`src/rtl/telemetry_pkg.sv`:
```
// telemetry_pkg: shared FSM state, packet lengths and byte indices.
// TELEMETRY_CHECKSUM_EN selects the 7-byte packet with an XOR checksum.
package telemetry_pkg;

  typedef enum logic [1:0] {
    IDLE,
    START,
    DATA,
    STOP
  } state_t;

  localparam int PKT_LEN_BASE = 6;
  localparam int PKT_LEN_CSUM = 7;

  localparam logic [7:0] SYNC_BYTE_DEF = 8'hA5;

  localparam logic [2:0] IDX_SYNC    = 3'd0;
  localparam logic [2:0] IDX_MODE    = 3'd1;
  localparam logic [2:0] IDX_LIVES   = 3'd2;
  localparam logic [2:0] IDX_SCORE_H = 3'd3;
  localparam logic [2:0] IDX_SCORE_M = 3'd4;
  localparam logic [2:0] IDX_SCORE_L = 3'd5;
  localparam logic [2:0] IDX_CSUM    = 3'd6;

endpackage

```
`src/rtl/uart_tx_byte.sv`:
```
// uart_tx_byte: 8N1 serialiser for one byte with its own baud counter.
// ready is high in IDLE and in the last stop-bit cycle, so bytes chain gap-free.
module uart_tx_byte
  import telemetry_pkg::*;
#(
  parameter int CLKS_PER_BIT = 104
) (
  input  logic       clk,
  input  logic       rst_n,
  input  logic       valid,
  input  logic [7:0] data,
  output logic       ready,
  output logic       stop_pre,
  output logic       tx
);

  localparam int BW = $clog2(CLKS_PER_BIT);
  localparam logic [BW-1:0] BAUD_MAX = BW'(CLKS_PER_BIT - 1);
  localparam logic [BW-1:0] BAUD_PRE = BW'(CLKS_PER_BIT - 2);

  state_t        state;
  logic [BW-1:0] baud;
  logic [2:0]    bit_idx;
  logic [7:0]    shreg;
  logic          wrap;

  assign wrap     = baud == BAUD_MAX;
  assign ready    = (state == IDLE) || ((state == STOP) && wrap);
  assign stop_pre = (state == STOP) && (baud == BAUD_PRE);

  always_ff @(posedge clk or negedge rst_n) begin
    if (!rst_n) begin
      state   <= IDLE;
      baud    <= '0;
      bit_idx <= '0;
      shreg   <= '0;
      tx      <= 1'b1;
    end else begin
      unique case (state)
        IDLE: begin
          if (valid) begin
            shreg <= data;
            tx    <= 1'b0;
            baud  <= '0;
            state <= START;
          end
        end
        START: begin
          if (wrap) begin
            baud    <= '0;
            bit_idx <= '0;
            tx      <= shreg[0];
            state   <= DATA;
          end else begin
            baud <= baud + 1'b1;
          end
        end
        DATA: begin
          if (wrap) begin
            baud <= '0;
            if (bit_idx == 3'd7) begin
              tx    <= 1'b1;
              state <= STOP;
            end else begin
              bit_idx <= bit_idx + 3'd1;
              shreg   <= shreg >> 1;
              tx      <= shreg[1];
            end
          end else begin
            baud <= baud + 1'b1;
          end
        end
        STOP: begin
          if (wrap) begin
            baud <= '0;
            if (valid) begin
              shreg <= data;
              tx    <= 1'b0;
              state <= START;
            end else begin
              state <= IDLE;
            end
          end else begin
            baud <= baud + 1'b1;
          end
        end
        default: state <= IDLE;
      endcase
    end
  end

endmodule

```
`src/rtl/telemetry_uart_tx.sv`:
```
// telemetry_uart_tx: snapshots game state and sends it as a UART packet.
// Define TELEMETRY_CHECKSUM_EN to append the XOR checksum byte.
module telemetry_uart_tx
  import telemetry_pkg::*;
#(
  parameter int         CLKS_PER_BIT = 104,
  parameter logic [7:0] SYNC_BYTE    = SYNC_BYTE_DEF
) (
  input  logic        clk,
  input  logic        rst_n,
  input  logic        start,
  input  logic [1:0]  scene,
  input  logic [4:0]  level,
  input  logic [1:0]  lives,
  input  logic [19:0] score,
  output logic        tx,
  output logic        busy,
  output logic        done
);

`ifdef TELEMETRY_CHECKSUM_EN
  localparam logic [2:0] LAST_BYTE = 3'(PKT_LEN_CSUM - 1);
`else
  localparam logic [2:0] LAST_BYTE = 3'(PKT_LEN_BASE - 1);
`endif

  logic [1:0]  s_scene;
  logic [4:0]  s_level;
  logic [1:0]  s_lives;
  logic [19:0] s_score;
  logic        pending;
  logic [2:0]  byte_idx;
  logic [2:0]  next_idx;
  logic [7:0]  byte_data;
  logic        last, accept, advance;
  logic        valid, ready, stop_pre;

  assign last     = byte_idx == LAST_BYTE;
  assign accept   = !busy && start;
  assign advance  = busy && ready;
  assign valid    = accept || advance;
  assign next_idx = (busy && !last) ? byte_idx + 3'd1 : IDX_SYNC;

`ifdef TELEMETRY_CHECKSUM_EN
  logic [7:0] csum;
  assign csum = {1'b0, s_scene, s_level} ^ {6'b0, s_lives}
              ^ {4'b0, s_score[19:16]} ^ s_score[15:8] ^ s_score[7:0];
`endif

  always_comb begin
    byte_data = SYNC_BYTE;
    unique case (next_idx)
      IDX_MODE:    byte_data = {1'b0, s_scene, s_level};
      IDX_LIVES:   byte_data = {6'b0, s_lives};
      IDX_SCORE_H: byte_data = {4'b0, s_score[19:16]};
      IDX_SCORE_M: byte_data = s_score[15:8];
      IDX_SCORE_L: byte_data = s_score[7:0];
`ifdef TELEMETRY_CHECKSUM_EN
      IDX_CSUM:    byte_data = csum;
`endif
      default:     byte_data = SYNC_BYTE;
    endcase
  end

  // done/busy are decided one cycle early so they land on the final stop cycle
  always_ff @(posedge clk or negedge rst_n) begin
    if (!rst_n) begin
      busy     <= 1'b0;
      done     <= 1'b0;
      pending  <= 1'b0;
      byte_idx <= '0;
      s_scene  <= '0;
      s_level  <= '0;
      s_lives  <= '0;
      s_score  <= '0;
    end else begin
      done <= 1'b0;
      if (accept) begin
        busy     <= 1'b1;
        pending  <= 1'b0;
        byte_idx <= '0;
        s_scene  <= scene;
        s_level  <= level;
        s_lives  <= lives;
        s_score  <= score;
      end else if (busy) begin
        if (start) pending <= 1'b1;
        if (stop_pre && last) begin
          done <= 1'b1;
          if (!(pending || start)) busy <= 1'b0;
        end
        if (ready) begin
          if (!last) begin
            byte_idx <= byte_idx + 3'd1;
          end else begin
            byte_idx <= '0;
            pending  <= 1'b0;
            s_scene  <= scene;
            s_level  <= level;
            s_lives  <= lives;
            s_score  <= score;
          end
        end
      end
    end
  end

  uart_tx_byte #(
    .CLKS_PER_BIT(CLKS_PER_BIT)
  ) u_byte (
    .clk     (clk),
    .rst_n   (rst_n),
    .valid   (valid),
    .data    (byte_data),
    .ready   (ready),
    .stop_pre(stop_pre),
    .tx      (tx)
  );

endmodule

```
`config.mk`:
```
export PLATFORM = sky130hd
export DESIGN_NAME = telemetry_uart_tx
export DESIGN_NICKNAME = d
export VERILOG_FILES = /design/src/rtl/telemetry_pkg.sv /design/src/rtl/uart_tx_byte.sv /design/src/rtl/telemetry_uart_tx.sv
export SDC_FILE = /design/constraint.sdc
export NUM_CORES = 1
export LEC_CHECK = 0
export BUFFER_PORTS_ARGS = -buffer_cell sky130_fd_sc_hd__buf_2
export CORE_MARGIN = 3
export CORE_UTILIZATION = 53
export CTS_CLUSTER_DIAMETER = 60
export DETAILED_ROUTE_END_ITERATION = 10
export PLACE_DENSITY_LB_ADDON = 0.3
export SYNTH_ARGS = -nofsm -noshare
export SYNTH_HDL_FRONTEND = slang
export SYNTH_SLANG_ARGS = --single-unit
```
`constraint.sdc`:
```
create_clock -name clk -period 2.3 [get_ports clk]
set_clock_uncertainty 0.2 [all_clocks]
set_input_delay 0.115 -clock clk [delete_from_list [all_inputs] [get_ports clk]]
set_output_delay 0.115 -clock clk [all_outputs]
set_load 0.005 [all_outputs]
```
==> metrics.txt, run 1 <==
Post-synth top flop dfrtp_1; Core ar. 0.00564 mm^2; worst rel slew slack 0.607; Post-synth top cells dfrtp_1 (55), mux2_4 (29), nand2_1 (16); HPWL after DPL 4730 um; Post-Syn Area 0.00315 mm^2; Max-cap violations 0; Syn Area/Cell about 12 um^2; worst-margin pin slew 589 ps; crit path launch type flip-flop; Synth Warn # 0; Reg power frac 0.600; router iterations before antenna repair 4; Final Max Tran Viols 0; most common cell in the synthesized netlist dfrtp_1; total grt overflow 0; Switch Pwr 381 uW; row cnt 27; Final Cycle Share 0.971; via count 2391; top cell type's share of synthesized area 0.437; RD Place Congestion 0.882; Tot Pwr 1640 uW; Starting DRT DRC Count 147; starting density of the core 0.559; CP arrival between 2000 and 2500 ps; Yosys cell types 59; Max Freq around 450 MHz; Mapped Cells roughly 270; HP Class in -> async; Area Growth Syn to Fin 25.2%; Die W 83.1 um; register area share after synthesis 0.445; drt total wl slightly above 7000 um; number of global-route vias before repair 2486; Routed WL per cell 16.7 um; #FFs+latches synth 56; All-Layer GR Usage 0.213; switching part of the total 0.232; worst skew pair latency 320 ps; pin count of the biggest net entering global routing 28; die area 0.00691 mm^2; endpoints failing hold 0; Synth async-reset ratio 1.00; Root Driver clkbuf_8; Clock power frac 0.344; PwrDens 416 mW/mm^2; Sink Count 56; area leader, netlist dfrtp_1; # H-tree levels 2; type of destination of the critical path flip-flop; Gate power share 0.056; Cell Int Power 1260 uW; Mapped Nets a little over 300; num ports 35; number of synthesized flops with an enable pin 0; unrepaired setup endpoints after global routing false; outcome complete, no violations; buffers added on ports 34; critical path class reg -> reg; first-pass GRT wire length 12100 um; clock transition at the registers of the reported paths 110 ps; share of cells above drive strength 1 0.338; Worst Path Required between 2000 and 2500 ps; TNS Setup 0 ps; CTS buffer count 5; Post-Layout Cell Count 421; CTS tree done; Vias/cell 5.68; buffer depth of the longest clock path 2; Layout Nets 392; initial antenna violation count 0; Synth area leaders dfrtp_1 (44%), mux2_4 (14%), ha_1 (4.8%); ANT nets after route 0; Max rail drop VDD 380 uV; leakage power 0.00192 uW; DRC viols 0; Final min period 2230 ps; CP max FO 7; Placed Cells incl. Taps 381; final setup violation count 0; # diodes 0; die height a little over 80 um
[routing by layer]
layer  part of all wire  track usage
met1               0.45        0.276
met3              0.038       0.0377
met5                  0            0
met2               0.49        0.365
met4              0.017       0.0624
[kinds of logic after synthesis]
logic type	share of synthesized area
AND/OR/NAND/NOR	0.0993
XOR/XNOR	0.00556
adder cells (fa/ha/maj)	0.0476
buffers and inverters	0.0417
multiplexers	0.183
AO/OA/AOI/OAI	0.178
flip-flops	0.445
[final timing paths]
path,startpoint,endpoint,slack (ps),cells past startpoint
setup / recovery,byte_idx[0],u_byte.shreg[5],70,6
hold reg to reg,u_byte.shreg[7],u_byte.shreg[7],300,1
min in group clk,u_byte.shreg[7],u_byte.shreg[7],300,1
setup reg to reg,byte_idx[0],u_byte.shreg[5],70,6
hold / removal,rst_n,u_byte.bit_idx[2],120,2
max in group asynchronous,rst_n,s_score[9],1070,3
[repair_timing]
item | in CTS | in global routing
hold endpoints to repair | 57 | 0
resized for setup | 0 | 11
hold buffers | 31 | 0
setup buffers | 0 | 1
setup endpoints to repair | 0 | 12
[power groups by stage]
stage          combinational, uW  clock (uW)  sequential [uW]
4_1_cts                     90.8         569              984
6_report                    91.5         565              984
2_1_floorplan               1.57           0             1000
3_5_place_dp                50.8           0             1000
3_3_place_gp                48.7           0             1000
5_1_grt                      103         612              984
[cells in the final DEF (no fill, tap or decap), types with 4 or more instances in the layout]
cell type / count
a211oi_1: 5
a21oi_1: 8
a22oi_1: 9
a32oi_1: 5
buf_2: 34
buf_4: 20
clkbuf_8: 5
dfrtp_1: 55
dlygate4sd3_1: 31
ha_1: 10
inv_1: 12
mux2_1: 6
mux2_4: 29
mux2i_1: 4
nand2_1: 16
nand2b_1: 4
nand3_1: 6
nor2_1: 6
o21ai_0: 10
o21ai_1: 12
[per-stage QoR]
step	cell area, um^2	worst slack (ps)	util	hold WS [ps]
floorplan	3150	16.3	-	-381
global placement	3490	105	0.618	-44.1
detailed placement	3490	62.8	0.618	-37.4
CTS	3890	20.1	0.690	150
global route	3950	1.11	0.700	162
finish	3950	66.9	0.700	116
[sequential cells by signal, indices dropped and copies added, names as in the netlist]
name            flops
done                1
u_byte.baud         7
u_byte.shreg        8
u_byte.state        2
byte_idx            3
s_level             5
u_byte.bit_idx      3
pending             1
busy                1
s_lives             2
u_byte.tx           1
s_score            20
s_scene             2
[critical path, cell delays in order (launching register included)]
cell and delay [ps]:
dfrtp_1 430, ha_2 270, or3b_4 450, a211oi_4 350
a22oi_1 110, a32oi_1 200, mux2_1 170
[cell type report]
| cell class | count | area [um^2] |
|---|---|---|
| inverter | 12 | 45.0 |
| timing repair buffer | 86 | 651 |
| fill | 389 | 1690 |
| sequential | 56 | 1400 |
| multi-input combinational | 187 | 1670 |
| tap | 72 | 90.1 |
| clock inverter | 3 | 22.5 |
| clock buffer | 5 | 68.8 |
(Power assumes the default switching activity.)
==> inputs of run 2 (changes only) <==
--- a/config.mk
+++ b/config.mk
@@ -7,7 +7,7 @@
 export LEC_CHECK = 0
 export BUFFER_PORTS_ARGS = -buffer_cell sky130_fd_sc_hd__buf_2
 export CORE_MARGIN = 3
-export CORE_UTILIZATION = 53
+export CORE_UTILIZATION = 39
 export CTS_CLUSTER_DIAMETER = 60
 export DETAILED_ROUTE_END_ITERATION = 10
 export PLACE_DENSITY_LB_ADDON = 0.3
==> run 2 against run 1 <==
First-iteration DRC count decreased by 59%; count of clock-buffer cells in the layout is the same; final area is 2.9% higher; via count decreased by 2.6%; global-route usage fell by 5.1 points.
==> metrics.txt, run 2 (synthesis results as in run 1) <==
most common cell after layout, fill and taps aside dfrtp_1; worst rel slew slack 0.713; Max rail drop VDD 227 uV; type of destination of the critical path flip-flop; outcome complete, no violations; Max-cap violations 0; Core ar. 0.00777 mm^2; DRC viols 0; initial antenna violation count 0; most frequent cells in the layout dfrtp_1 (55), buf_2 (34), dlygate4sd3_1 (31); buffer depth of the longest clock path 2; All-Layer GR Usage 0.162; HPWL after DPL 4670 um; endpoints failing hold 0; clock transition at the registers of the reported paths ~110 ps; Max Freq 448 MHz; starting density of the core 0.406; critical path class reg -> reg; Starting DRT DRC Count 61; Sink Count 56; number of global-route vias before repair 2516; # diodes 0; Final min period 2230 ps; Layout Nets 398; CTS buffer count 5; Die W 95.9 um; leakage power 0.00198 uW; num ports 35; worst skew pair latency 310 ps; # H-tree levels 2; Final Cycle Share 0.970; crit path launch type flip-flop; die height between 90 and 100 um; total grt overflow 0; die area 0.00920 mm^2; Vias/cell just over 5; WHS 93.0 ps; Routed WL per cell 14.5 um; worst-margin pin slew 429 ps; pin count of the biggest net entering global routing 57; Worst Path Required 2310 ps; Final Max Tran Viols 0; CP arrival roughly 2200 ps; via count roughly 2300; buffers added on ports 34; Root Driver clkbuf_8; final setup violation count 0; CP max FO 18; TNS Setup 0 ps; Area Growth Syn to Fin 28.9%; PwrDens 434 mW/mm^2; first-pass GRT wire length approximately 12000 um; filler instances a little under 700; Largest register FFs 20; router iterations before antenna repair 4; unrepaired setup endpoints after global routing true; ANT nets after route 0; Largest regs s_score x20, u_byte.shreg x8, u_byte.baud x7; Place WS -29.0 ps; HP Class in -> async; share of cells above drive strength 1 0.346; Tot Pwr between 1500 and 2000 uW; row cnt 32; largest register by flop count s_score; RD Place Congestion 0.835; final setup margin 70.0 ps; CTS tree done; drt total wl around 6600 um
==> run 2: final timing paths <==
kind | startpoint | endpoint | slack (ps) | cells after the start
max | u_byte.state[0] | s_score[2] | 70 | 7
min | rst_n | u_byte.baud[4] | 90 | 3
max reg2reg | u_byte.state[0] | s_score[2] | 70 | 7
min reg2reg | pending | pending | 300 | 1
max in group asynchronous | rst_n | u_byte.tx | 1470 | 3
min in group clk | pending | pending | 300 | 1
==> run 2: routing by layer <==
metal | routed length [um] | global-route usage | vias up
met5 | 0 | 0 | -
met2 | 3100 | 0.265 | 44
met4 | 85 | 0.0545 | 0
met3 | 199 | 0.0297 | 8
met1 | 3230 | 0.215 | 1119
li1 | - | - | 1158
==> run 2: worst max-delay path, cell delays in order, from the launching register on <==
cell and delay, ps:
dfrtp_1 450, ha_1 240, and4_1 230, a21oi_4 220, a21oi_4 130, nand2_2 150, buf_12 190, mux2_4 310
==> run 2: final cells by class <==
type                       count  area [um^2]  share of cell area
sequential                    56         1400               0.345
tap                          102          128              0.0314
inverter                      12         45.0              0.0111
multi-input combinational    187         1650               0.405
clock inverter                 3         50.0              0.0123
timing repair buffer          92          721               0.177
clock buffer                   5         68.8              0.0169
==> run 2: per-stage QoR <==
stage / cells / utilization / instance area, um^2
detailed placement: 416 / 0.462 / 3590
global route: 457 / 0.523 / 4060
CTS: 455 / 0.517 / 4020
floorplan: 267 / - / 3150
global placement: 416 / 0.462 / 3590
finish: 457 / 0.523 / 4060
==> run 2: report_power, final <==
group / switching, uW / internal (uW) / leakage, uW
Sequential: 0.0000000000000216 / 984 / 0.000727
Combinational: 34.0 / 57.4 / 0.00119
Clock: 349 / 337 / 0.0000607
Total: 383 / 1380 / 0.00198
==> run 2: repair_timing <==
item | in CTS | in global routing
buffers inserted | 0 | 2
gates resized for setup | 0 | 8
setup endpoints to repair | 4 | 32
hold endpoints to repair | 88 | 0
pin swaps | 1 | 3
hold buffers | 31 | 0
==> inputs of run 3 (changes only) <==
--- a/config.mk
+++ b/config.mk
@@ -5,6 +5,7 @@
 export SDC_FILE = /design/constraint.sdc
 export NUM_CORES = 1
 export LEC_CHECK = 0
+export ABC_AREA = 1
 export BUFFER_PORTS_ARGS = -buffer_cell sky130_fd_sc_hd__buf_2
 export CORE_MARGIN = 3
 export CORE_UTILIZATION = 39
==> run 3 against run 2 <==
Via count increased by 9.8%; sequential share of layout area increased by 3.8 points; final cell count increased by 21%; setup slack improved by 120 ps; wire length decreased by 5.8%; hold slack improved by 30 ps; highest routed layer unchanged.
==> metrics.txt, run 3 <==
outcome complete, no violations; pin count of the biggest net entering global routing 35; Final Max Tran Viols 0; clock transition at the registers of the reported paths about 100 ps; number of synthesized flops with an enable pin 0; Die W 93.1 um; final setup violation count 0; number of global-route vias before repair 2496; endpoints failing hold 0; Mapped Cells 383; initial antenna violation count 0; Max-cap violations 0; post-CTS setup buffer count 0; row cnt 31; area leader, netlist dfrtp_1; Vias/cell roughly 4.6; PwrDens 443 mW/mm^2; largest register by flop count s_score; starting density of the core 0.406; ANT nets after route 0; Routed WL per cell 11.3 um; Root Driver clkbuf_8; die height 93.1 um; Largest register FFs 20; Worst Path Required ~2300 ps; worst-margin pin slew 575 ps; Max rail drop VDD 291 uV; #FFs+latches synth 56; worst skew pair latency 310 ps; CP max FO 25; Layout Nets about 500; most frequent cells in the layout nand2_1 (152), dfrtp_1 (55), inv_1 (34), buf_2 (34), dlygate4sd3_1 (31); HPWL after DPL 4510 um; crit path launch type flip-flop; Worst path depth 10; reg2reg end s_score[18]; Synth async-reset ratio 1.00; HP Class in -> async; R2R cell count 10; Synth Warn # 0; Final min period 2110 ps; All-Layer GR Usage 0.158; drt total wl 6230 um; critical path cell sequence inv_1 > ha_1 > inv_1 > a21oi_4 > nand2_4 > nand2_4 > nand2_4 > buf_4 > nand2_1 > nand2_1; Core ar. 0.00729 mm^2; first-pass GRT wire length roughly 11000 um; Area Growth Syn to Fin 23.5%; # diodes 0; buffer depth of the longest clock path 2; utilization after layout 0.501; critical path's largest stage delay 430 ps; Post-synth top cells nand2_1 (153), dfrtp_1 (55), inv_1 (34); crit path max-delay cell type dfrtp_1; CTS buffer count 5; via count 2558; unrepaired setup endpoints after global routing false; Yosys cell types 29; register area share after synthesis 0.474; share of cells above drive strength 1 0.143; Post-Syn Area 0.00296 mm^2; total grt overflow 0; TNS Setup 0 ps; Crit path max-delay family buffers and inverters; buffers added on ports 34; CTS tree done; cell mode on critical path nand2_4; Mapped Nets 427; R2R Setup Slk 190 ps; leakage power between 0.0015 and 0.002 uW; Setup crit end s_score[18]; RD Place Congestion between 0.9 and 1; critical path class reg -> reg; Synth area leaders dfrtp_1 (46%), nand2_1 (19%), ha_1 (5.1%); Reg-to-Reg Start u_byte.state[0]; worst setup path start u_byte.state[0]; Final Cycle Share 0.919; router iterations before antenna repair 4; # H-tree levels 2; num ports 35; CP arrival 2130 ps; most common cell after layout, fill and taps aside nand2_1; Post-synth top flop dfrtp_1; Max Freq 473 MHz; top cell type's share of synthesized area 0.465; Largest regs s_score x20, u_byte.shreg x8, u_byte.baud x7; DRC viols 0; worst rel slew slack 0.617; most common cell in the synthesized netlist nand2_1; die area 0.00867 mm^2; type of destination of the critical path flip-flop; Syn Area/Cell 7.73 um^2; Sink Count 56; Starting DRT DRC Count 80; worst path bufs/invs 3
==> run 3: cell families after synthesis <==
logic type	share of synthesized area
AO/OA/AOI/OAI	0.0647
XOR/XNOR	0.00592
adder cells (fa/ha/maj)	0.0507
buffers and inverters	0.0655
flip-flops	0.474
AND/OR/NAND/NOR	0.339
==> run 3: what timing repair did <==
item                                   CTS  global route
setup endpoints to repair                0            13
endpoints found under the hold margin   55             0
hold buffers                            31             0
gates resized for setup                  0             3
==> run 3: area by class of cell <==
type	count	area, um^2
repair buffers	69	523
clock buffers	6	72.6
well taps	99	124
clock inverters	2	16.3
inverters	37	144
flip-flops and latches	56	1400
fillers	733	3640
multi-input cells	283	1370
==> run 3: power by group <==
group | internal, uW | switching, uW | leakage, uW
registers | 984 | 0.0000000000000195 | 0.000722
clock network | 218 | 330 | 0.0000414
logic | 55.8 | 33.3 | 0.00121
total | 1260 | 363 | 0.00197
==> run 3: how the worst min path moves through the flow <==
stage	startpoint	to	depth (start not counted)
4_1_cts	rst_n	s_lives[0]	2
3_3_place_gp	rst_n	u_byte.baud[0]	1
2_1_floorplan	rst_n	busy	0
5_1_grt	rst_n	u_byte.baud[2]	2
3_5_place_dp	rst_n	u_byte.baud[0]	1
6_report	rst_n	u_byte.baud[2]	2
==> run 3: per-stage QoR <==
step	area [um^2]	power (uW)	instances	hold WS [ps]	worst slack (ps)
6_report	3660	1620	552	123	186
5_1_grt	3660	1690	552	167	20.8
4_1_cts	3640	1640	552	142	108
3_5_place_dp	3240	1050	513	-51.2	124
3_3_place_gp	3240	1050	513	-49.3	157
2_1_floorplan	2960	1000	383	-381	426
==> run 3: metal layers <==
layer	share of wire	track usage
met1	0.49	0.215
met2	0.46	0.257
met3	0.031	0.0274
met4	0.018	0.0513
met5	0	0
